<file path="src/rtl/ca_despread_pkg.sv">
// Shared types and constants for the C/A code despreader (state encoding, default
// integration length and accumulator sizing helper).
package ca_despread_pkg;

  typedef enum logic [1:0] {
    IDLE  = 2'd0,
    INTEG = 2'd1,
    DONE  = 2'd2
  } state_e;

  localparam int DEFAULT_INT_LEN = 1023;

  // Minimum signed width that can hold +/-int_len.
  function automatic int acc_w_min(input int int_len);
    return $clog2(int_len + 1) + 1;
  endfunction

endpackage

</file>
<file path="src/rtl/ca_despread_peak.sv">
// Peak tracker: keeps the largest |correlation| loaded since start and the dump
// index at which it occurred. Only built when CA_DESPREADER_PEAK_EN is defined.
module ca_despread_peak #(
  parameter int ACC_W = 12
) (
  input  logic                    clk,
  input  logic                    rst,
  input  logic                    i_clear,
  input  logic                    i_dump,
  input  logic                    i_load,
  input  logic signed [ACC_W-1:0] i_corr,
  output logic [ACC_W-2:0]        o_peak,
  output logic [15:0]             o_idx
);

  function automatic logic [ACC_W-1:0] abs_mag(input logic signed [ACC_W-1:0] v);
    return v[ACC_W-1] ? -v : v;
  endfunction

  logic [ACC_W-1:0] w_mag;
  logic [ACC_W-2:0] r_peak;
  logic [15:0]      r_idx;
  logic [15:0]      r_dump_idx;

  assign w_mag = abs_mag(i_corr);

  // Strict compare so a tie keeps the earlier dump index.
  always_ff @(posedge clk or posedge rst) begin
    if (rst) begin
      r_peak     <= '0;
      r_idx      <= '0;
      r_dump_idx <= '0;
    end else if (i_clear) begin
      r_peak     <= '0;
      r_idx      <= '0;
      r_dump_idx <= '0;
    end else begin
      if (i_load && (w_mag > {1'b0, r_peak})) begin
        r_peak <= w_mag[ACC_W-2:0];
        r_idx  <= r_dump_idx;
      end
      if (i_dump) r_dump_idx <= r_dump_idx + 16'd1;
    end
  end

  assign o_peak = r_peak;
  assign o_idx  = r_idx;

endmodule

</file>
<file path="src/rtl/ca_despreader.sv">
// C/A code despreader: integrates +/-1 agreement between received and replica chips
// over INT_LEN samples and hands off the sum. Optional peak tracking: CA_DESPREADER_PEAK_EN.
module ca_despreader
  import ca_despread_pkg::*;
#(
  parameter int INT_LEN = DEFAULT_INT_LEN,
  parameter int ACC_W   = 12
) (
  input  logic                    clk,
  input  logic                    rst,
  input  logic                    sample_in,
  input  logic                    code_in,
  input  logic                    sample_en,
  input  logic                    start,
  input  logic                    cont,
  input  logic                    abort,
  output logic signed [ACC_W-1:0] corr_out,
  output logic                    corr_valid,
  input  logic                    corr_ready,
  output logic                    busy,
  output logic                    overrun
`ifdef CA_DESPREADER_PEAK_EN
  ,
  output logic [ACC_W-2:0]        peak_out,
  output logic [15:0]             peak_idx
`endif
);

  localparam int CNT_W = $clog2(INT_LEN + 1);
  localparam logic [CNT_W-1:0] LAST_CNT = CNT_W'(INT_LEN);

  state_e                  r_state;
  logic signed [ACC_W-1:0] r_acc;
  logic signed [ACC_W-1:0] r_corr;
  logic [CNT_W-1:0]        r_cnt;
  logic                    r_cont;
  logic                    r_valid;
  logic                    r_overrun;

  logic signed [ACC_W-1:0] w_step;
  logic signed [ACC_W-1:0] w_sum;
  logic [CNT_W-1:0]        w_cnt_nxt;
  logic                    w_start_acc;
  logic                    w_sample;
  logic                    w_dump;
  logic                    w_consume;
  logic                    w_load;

  assign w_step      = (sample_in == code_in) ? {{(ACC_W-1){1'b0}}, 1'b1} : {ACC_W{1'b1}};
  assign w_sum       = r_acc + w_step;
  assign w_cnt_nxt   = r_cnt + CNT_W'(1);
  assign w_start_acc = (r_state == IDLE) && start;
  // abort wins over a coincident final sample
  assign w_sample    = (r_state == INTEG) && sample_en && !abort;
  assign w_dump      = w_sample && (w_cnt_nxt == LAST_CNT);
  assign w_consume   = r_valid && corr_ready;
  // A pending unconsumed result is never overwritten; the new sum is dropped instead.
  assign w_load      = w_dump && (!r_valid || corr_ready);

  always_ff @(posedge clk or posedge rst) begin
    if (rst) begin
      r_state   <= IDLE;
      r_acc     <= '0;
      r_cnt     <= '0;
      r_cont    <= 1'b0;
      r_corr    <= '0;
      r_valid   <= 1'b0;
      r_overrun <= 1'b0;
    end else begin
      if (w_consume) r_valid <= 1'b0;
      if (w_load) begin
        r_corr  <= w_sum;
        r_valid <= 1'b1;
      end
      if (w_dump && !w_load) r_overrun <= 1'b1;

      case (r_state)
        IDLE: begin
          if (w_start_acc) begin
            r_state   <= INTEG;
            r_acc     <= '0;
            r_cnt     <= '0;
            r_cont    <= cont;
            r_overrun <= 1'b0;
          end
        end
        INTEG: begin
          if (abort) begin
            r_state <= IDLE;
            r_acc   <= '0;
            r_cnt   <= '0;
          end else if (w_dump) begin
            r_acc <= '0;
            r_cnt <= '0;
            if (!r_cont) r_state <= DONE;
          end else if (w_sample) begin
            r_acc <= w_sum;
            r_cnt <= w_cnt_nxt;
          end
        end
        DONE: begin
          if (w_consume) r_state <= IDLE;
        end
        default: r_state <= IDLE;
      endcase
    end
  end

  assign corr_out   = r_corr;
  assign corr_valid = r_valid;
  assign busy       = (r_state != IDLE);
  assign overrun    = r_overrun;

`ifdef CA_DESPREADER_PEAK_EN
  ca_despread_peak #(
    .ACC_W (ACC_W)
  ) u_peak (
    .clk     (clk),
    .rst     (rst),
    .i_clear (w_start_acc),
    .i_dump  (w_dump),
    .i_load  (w_load),
    .i_corr  (w_sum),
    .o_peak  (peak_out),
    .o_idx   (peak_idx)
  );
`endif

endmodule

</file>
<file path="config.mk">
export PLATFORM = sky130hd
export DESIGN_NAME = ca_despreader
export DESIGN_NICKNAME = d
export VERILOG_FILES = /design/src/rtl/ca_despread_pkg.sv /design/src/rtl/ca_despread_peak.sv /design/src/rtl/ca_despreader.sv
export SDC_FILE = /design/constraint.sdc
export NUM_CORES = 1
export LEC_CHECK = 0
export CAP_MARGIN = 15
export CORE_MARGIN = 2
export CORE_UTILIZATION = 50
export CTS_CLUSTER_DIAMETER = 150
export CTS_CLUSTER_SIZE = 25
export DETAILED_ROUTE_END_ITERATION = 10
export GPL_TIMING_DRIVEN = 1
export HOLD_SLACK_MARGIN = 0.02
export PLACE_DENSITY = 0.8
export SLEW_MARGIN = 20
export SYNTH_ARGS = -nofsm -noshare
export SYNTH_HDL_FRONTEND = slang
export SYNTH_SLANG_ARGS = --single-unit
</file>
<file path="constraint.sdc">
create_clock -name clk -period 5.9 [get_ports clk]
set_input_delay 0.885 -clock clk [delete_from_list [all_inputs] [get_ports clk]]
set_output_delay 0.885 -clock clk [all_outputs]
set_load 0.01 [all_outputs]
</file>
==> qor.txt, run 1 <==
Status -> finished, final reports clean
Final ANT Viol Nets -> 0
Final Cycle Share -> 61.49%
Die Span Y -> 73.96 um
DRC Markers -> 0
Layout cells sized above 1 -> 10.41%
Worst-Margin Slew -> 909.4 ps
Startpoint Class -> input port
Initial DRC count -> 106
Top post-synthesis cells by area -> dfrtp_1 40%, ha_1 6.6%, a22o_1 3.9%
Clock Tree Root -> clkbuf_8
First-pass DRT Iterations -> 4
Hold EP -> corr_out[11]$_DFFE_PP0P_
IO Port Bufs -> 23
Antenna violations before repair -> 0
Reg power frac -> 40.3%
Ant diodes -> 0
Die area -> 5470 um2
Static Leak -> 1.279 nW
Post-synth EDFFs -> 0
Mapped cell area -> 2447 um2
Crit path arrival time -> 3810 ps
Clock power share -> 36.4%
First-pass GRT wire length -> 8514 um
Largest net degree at the start of global routing -> 40
Power Total -> 731.7 uW
Hold Crit Class -> reg2reg
Mean number of vias per cell -> 5.655
Worst path slowest cell -> xor2_1
Layout Skew -> 7.808 ps
PwrDens -> 258.4 nW/um2
Synth Register Bits -> 39
# fillers -> 392
Critical path type -> in2reg
H-tree Lvls -> 2
Skew-Pair Late Insertion Delay -> 300 ps
CTS tree -> done
CP max FO -> 12
Setup violations, final -> 0
Post-synth cell types -> 59
Clock-pin slew on the worst setup and hold paths -> 70 ps
RSZ-0062 raised after global routing -> false
R2R Setup Slk -> 3000 ps
Clk sinks -> 39
Reg-to-reg endpoint -> r_cnt[9]$_DFFE_PP0P_
Total gr overflow -> 0
RR Startpoint -> r_cnt[1]$_DFFE_PP0P_
CP Cell Sequence -> clkdlybuf4s50_1 > xor2_1 > ha_1 > a211oi_1 > o21ai_0 > a31o_2 > mux2i_1 > o2111ai_1 > mux2_2
Num CTS Buffers -> 5
NumNets Final -> 291
Starting Density -> 51.81%
Most numerous cell in the Yosys netlist -> dfrtp_1
Max Clk Rate -> 275.7 MHz
Most frequent cells after synthesis -> 39 x dfrtp_1, 25 x nand2_1, 14 x a21oi_1, 14 x o21ai_0
GRT Resource Usage Total -> 20.13%
Vias -> 1900
Sequential share of the synthesized area -> 39.88%
Post-CTS Hold Fix Bufs -> 0
Top cell type's share of synthesized area -> 39.88%
Mapped Nets -> 271
Io pins -> 24
Crit end category -> register
Post-CTS Setup Repair Bufs -> 0
Max cap viols -> 0
Comb pwr share -> 23.3%
Minimum clock period -> 3628 ps
Num rows -> 25
HPWL Detailed -> 3416 um
Net Sw Frac -> 28.50%
Area Growth Syn to Fin -> 15.70%
Worst path max stage delay -> 720 ps
Core area -> 4723 um2
Max transition margin -> 39.17%
Max Root-Sink Buffers -> 2
Hold Fails Final Rpt -> 0
Internal -> 523.2 uW
Async S/R FF share, synth -> 100.0%
R2R cell count -> 7
Min Hold Slack -> 486.8 ps
Yosys top cell by area -> dfrtp_1
Fin. max-slew vios -> 0
WL final -> 4880 um
CTS resizes -> 0
Hold Path Depth -> 2
GP Congestion -> 0.8568
Worst EP required -> 6080 ps
Setup TNS -> 0 ps
Multi-input combinational cell area -> 1360 um2
Synth Instances -> 248
Routed len/inst -> 14.52 um
Die width -> 73.96 um
Synth warnings -> 0
Post-Syn Area per Cell -> 9.868 um2
Top FF cell, synth -> dfrtp_1
Max VDD drop -> 0.1634 mV
Register area -> 975.9 um2
Psw -> 208.5 uW
Vias in the first global route -> 1807
Hold path start -> corr_out[11]$_DFFE_PP0P_
[state kept, by name, indices dropped and copies added (netlist names)]
| name | flops |
|---|---|
| r_state | 2 |
| r_acc | 12 |
| overrun | 1 |
| r_cont | 1 |
| corr_valid | 1 |
| corr_out | 12 |
| r_cnt | 10 |
[area by class of cell]
cell class	count	share of cell area [%]
Multi-Input combinational cell	187	48.03
Sequential cell	39	34.47
Timing Repair Buffer	24	8.396
Tap cell	67	2.961
Clock buffer	6	2.563
Clock inverter	2	2.121
Inverter	11	1.458
[power groups by stage]
stage	combinational (mW)	clock, mW	sequential, mW
final	0.171	0.266	0.295
after global routing	0.191	0.279	0.297
after CTS	0.171	0.267	0.295
after detailed placement	0.170	0	0.300
after global placement	0.165	0	0.299
after floorplan	0.138	0	0.294
[worst max-delay path by stage]
stage	from	slack [ps]	to	cells past startpoint
6_report	sample_in	2270	corr_out[9]$_DFFE_PP0P_	9
5_1_grt	code_in	2020	corr_out[9]$_DFFE_PP0P_	9
4_1_cts	sample_in	2290	corr_out[9]$_DFFE_PP0P_	9
3_5_place_dp	sample_in	2000	corr_out[9]$_DFFE_PP0P_	9
3_3_place_gp	sample_in	2050	corr_out[9]$_DFFE_PP0P_	9
2_1_floorplan	code_in	2780	corr_out[9]$_DFFE_PP0P_	8
[placed cells by master, fill, tap and decap left out, types with 4 or more instances in the layout]
| master | count |
|---|---|
| a31oi_1 | 5 |
| mux2_2 | 6 |
| a22o_1 | 11 |
| o21ai_0 | 14 |
| nand2b_1 | 4 |
| mux2_4 | 4 |
| clkbuf_8 | 5 |
| a21oi_1 | 14 |
| nor2_1 | 13 |
| nor2b_1 | 4 |
| xor2_1 | 6 |
| nand4_1 | 4 |
| nand3_1 | 9 |
| ha_1 | 13 |
| xnor2_1 | 5 |
| dfrtp_1 | 39 |
| clkdlybuf4s50_1 | 23 |
| inv_1 | 11 |
| nand2_1 | 25 |
[cell families after synthesis]
family	synth area share, %
adders and majority gates	7.464
xor gates and xnor gates	3.937
buffers and inverters	4.550
AOI/OAI and AO/OA	19.43
muxes	6.442
DFF	39.88
and+or+nand+nor	18.30
[metal layers]
layer | vias to the layer above | global-route usage, % | share of wire [%]
met1 | 914 | 28.23 | 49
met5 | - | 0 | 0
met3 | 9 | 3.794 | 2.7
met2 | 25 | 31.55 | 46
li1 | 952 | - | -
met4 | 0 | 6.869 | 1.9
[critical path, delay by kind of cell]
kind                       cells  cell delay, ps
adders and majority gates      1             400
buffers and inverters          1             470
xor gates and xnor gates       1             720
muxes                          2             420
AOI/OAI and AO/OA              4             910
[per-stage QoR]
stage	setup WS [ps]	instance area, um2	util, %	cells
2_1_floorplan	2780	2447	-	248
3_3_place_gp	2049	2699	57.14	328
3_5_place_dp	1996	2699	57.14	328
4_1_cts	2291	2831	59.95	336
5_1_grt	2021	2831	59.95	336
6_report	2272	2831	59.95	336
No activity file was read; power rests on OpenSTA's default activity.
==> inputs of run 2 (changes only) <==
Clock period 5.9 ns to 3.5 ns, I/O delays scaled along.
==> run 2 against run 1 <==
Non-clock buffer count increased by 2. Worst hold slack gained 5.3 ps. Worst setup slack got worse by 1600 ps. Wire length increased by 4.1%. Combinational power up 71%. Critical path depth shrank 1. First-iteration DRC count grew 59%.
==> qor.txt, run 2 (same netlist as run 1, synthesis figures left out) <==
Status -> finished, final reports clean (unchanged)
Min Hold Slack -> 492.1 ps (was 486.8 ps)
Minimum clock period -> 2833 ps
CP startpoint -> r_cnt[0]$_DFFE_PP0P_ (was sample_in)
Core area -> 4723 um2 (unchanged)
Max VDD drop -> 0.3258 mV (was 0.1634 mV)
Num CTS Buffers -> 5 (unchanged)
Die width -> 73.96 um (unchanged)
Hold Crit Class -> reg2reg (unchanged)
Setup violations, final -> 0 (unchanged)
RR Startpoint -> r_cnt[0]$_DFFE_PP0P_ (was r_cnt[1]$_DFFE_PP0P_)
Power Total -> 1.239 mW (was 731.7 uW)
Clock Tree Root -> clkbuf_8 (unchanged)
Final Cycle Share -> 80.94%
H-tree Lvls -> 2 (unchanged)
Total gr overflow -> 0 (unchanged)
Max Clk Rate -> 353.0 MHz
Multi-input combinational cell area -> 1360 um2 (unchanged)
PwrDens -> 435.3 nW/um2 (was 258.4 nW/um2)
Startpoint Class -> register (was input port)
GP Congestion -> 0.8789 (was 0.8568)
Final ANT Viol Nets -> 0 (unchanged)
IO Port Bufs -> 23 (unchanged)
Clock-pin slew on the worst setup and hold paths -> 80 ps (was 70 ps)
Crit path arrival time -> 3060 ps (was 3810 ps)
Clk sinks -> 39 (unchanged)
GRT Resource Usage Total -> 20.73% (was 20.13%)
Max cap viols -> 0 (unchanged)
Die Span Y -> 73.96 um (unchanged)
Routed len/inst -> 15.03 um (was 14.52 um)
Die area -> 5470 um2 (unchanged)
# placed instances -> 330 (was 328)
Mean number of vias per cell -> 5.787 (was 5.655)
HPWL Detailed -> 3544 um (was 3416 um)
Crit end category -> register (unchanged)
Hold Fails Final Rpt -> 0 (unchanged)
Vias -> 1956 (was 1900)
Fin. max-slew vios -> 0 (unchanged)
Most frequent cells in the layout -> 39 x dfrtp_1, 25 x nand2_1, 23 x clkdlybuf4s50_1, 14 x a21oi_1, 14 x o21ai_0 (unchanged)
Max transition margin -> 51.08% (was 39.17%)
Non-filler cells, final -> 338 (was 336)
DRC Markers -> 0 (unchanged)
CTS resizes -> 0 (unchanged)
Starting Density -> 51.81% (unchanged)
Vias in the first global route -> 1820 (was 1807)
NumNets Final -> 293 (was 291)
Layout cells sized above 1 -> 11.07% (was 10.41%)
Post-CTS Setup Repair Bufs -> 0 (unchanged)
Static Leak -> 1.289 nW (was 1.279 nW)
First-pass DRT Iterations -> 4 (unchanged)
Antenna violations before repair -> 0 (unchanged)
Num rows -> 25 (unchanged)
Register area -> 975.9 um2 (unchanged)
Io pins -> 24 (unchanged)
CTS tree -> done (unchanged)
Area Growth Syn to Fin -> 16.31% (was 15.70%)
Initial DRC count -> 169 (was 106)
RSZ-0062 raised after global routing -> false (unchanged)
Worst EP required -> 3730 ps (was 6080 ps)
Post-CTS Hold Fix Bufs -> 0 (unchanged)
# fillers -> 394 (was 392)
Largest net degree at the start of global routing -> 40 (unchanged)
Worst-Margin Slew -> 728.2 ps (was 909.4 ps)
CP max FO -> 17 (was 12)
Critical path type -> reg2reg (was in2reg)
Leading cell type in the layout, fill and taps excluded -> dfrtp_1 (unchanged)
Hold path start -> corr_out[1]$_DFFE_PP0P_ (was corr_out[11]$_DFFE_PP0P_)
First-pass GRT wire length -> 8804 um (was 8514 um)
Skew-Pair Late Insertion Delay -> 290 ps (was 300 ps)
Layout Skew -> 4.292 ps (was 7.808 ps)
Setup TNS -> 0 ps (unchanged)
WL final -> 5080 um (was 4880 um)
Max Root-Sink Buffers -> 2 (unchanged)
Ant diodes -> 0 (unchanged)
Fin util -> 60.26% (was 59.95%)
-- run 2: path summary, 6_finish.rpt --
path / end / slack (ps) / cells after the start
min in group asynchronous: overrun$_DFF_PP0_ / 650 / 3
max in group asynchronous: r_cnt[4]$_DFFE_PP0P_ / 2500 / 3
worst min register to register: corr_out[1]$_DFFE_PP0P_ / 490 / 2
worst max register to register: r_cnt[4]$_DFFE_PP0P_ / 670 / 8
worst max-delay path: r_cnt[4]$_DFFE_PP0P_ / 670 / 8
worst min-delay path: corr_out[1]$_DFFE_PP0P_ / 490 / 2
-- run 2: report_power, final --
| part | switching [mW] | internal (mW) |
|---|---|---|
| Combinational | 0.167 | 0.126 |
| Sequential | 0.0237 | 0.474 |
| Clock | 0.164 | 0.285 |
| Total | 0.354 | 0.885 |
-- run 2: critical path, cell delays in order (launching register included) --
cell,delay (ps)
dfrtp_1,500
ha_1,520
nor2b_1,140
a32o_1,290
a311o_2,410
a31oi_4,320
buf_4,300
a21o_1,140
a22o_1,140
-- run 2: final cells by class --
cell class,instances,area share (%)
Multi-Input combinational cell,187,47.78
Clock buffer,6,2.549
Tap cell,67,2.945
Inverter,11,1.451
Clock inverter,2,2.110
Timing Repair Buffer,26,8.879
Sequential cell,39,34.29
-- run 2: per-stage QoR --
step / area, um2 / setup WS, ps
finish: 2846 / 666.9
CTS: 2846 / 721.1
global route: 2846 / 500.8
global placement: 2714 / 502.8
floorplan: 2447 / 739.8
detailed placement: 2714 / 457.3
-- run 2: routing by layer --
metal	GRT usage, %	up-vias	wire length, um
li1	-	969	-
met1	29.66	939	2456
met2	33.13	42	2392
met3	3.252	6	180
met4	5.455	0	51
met5	0	-	0
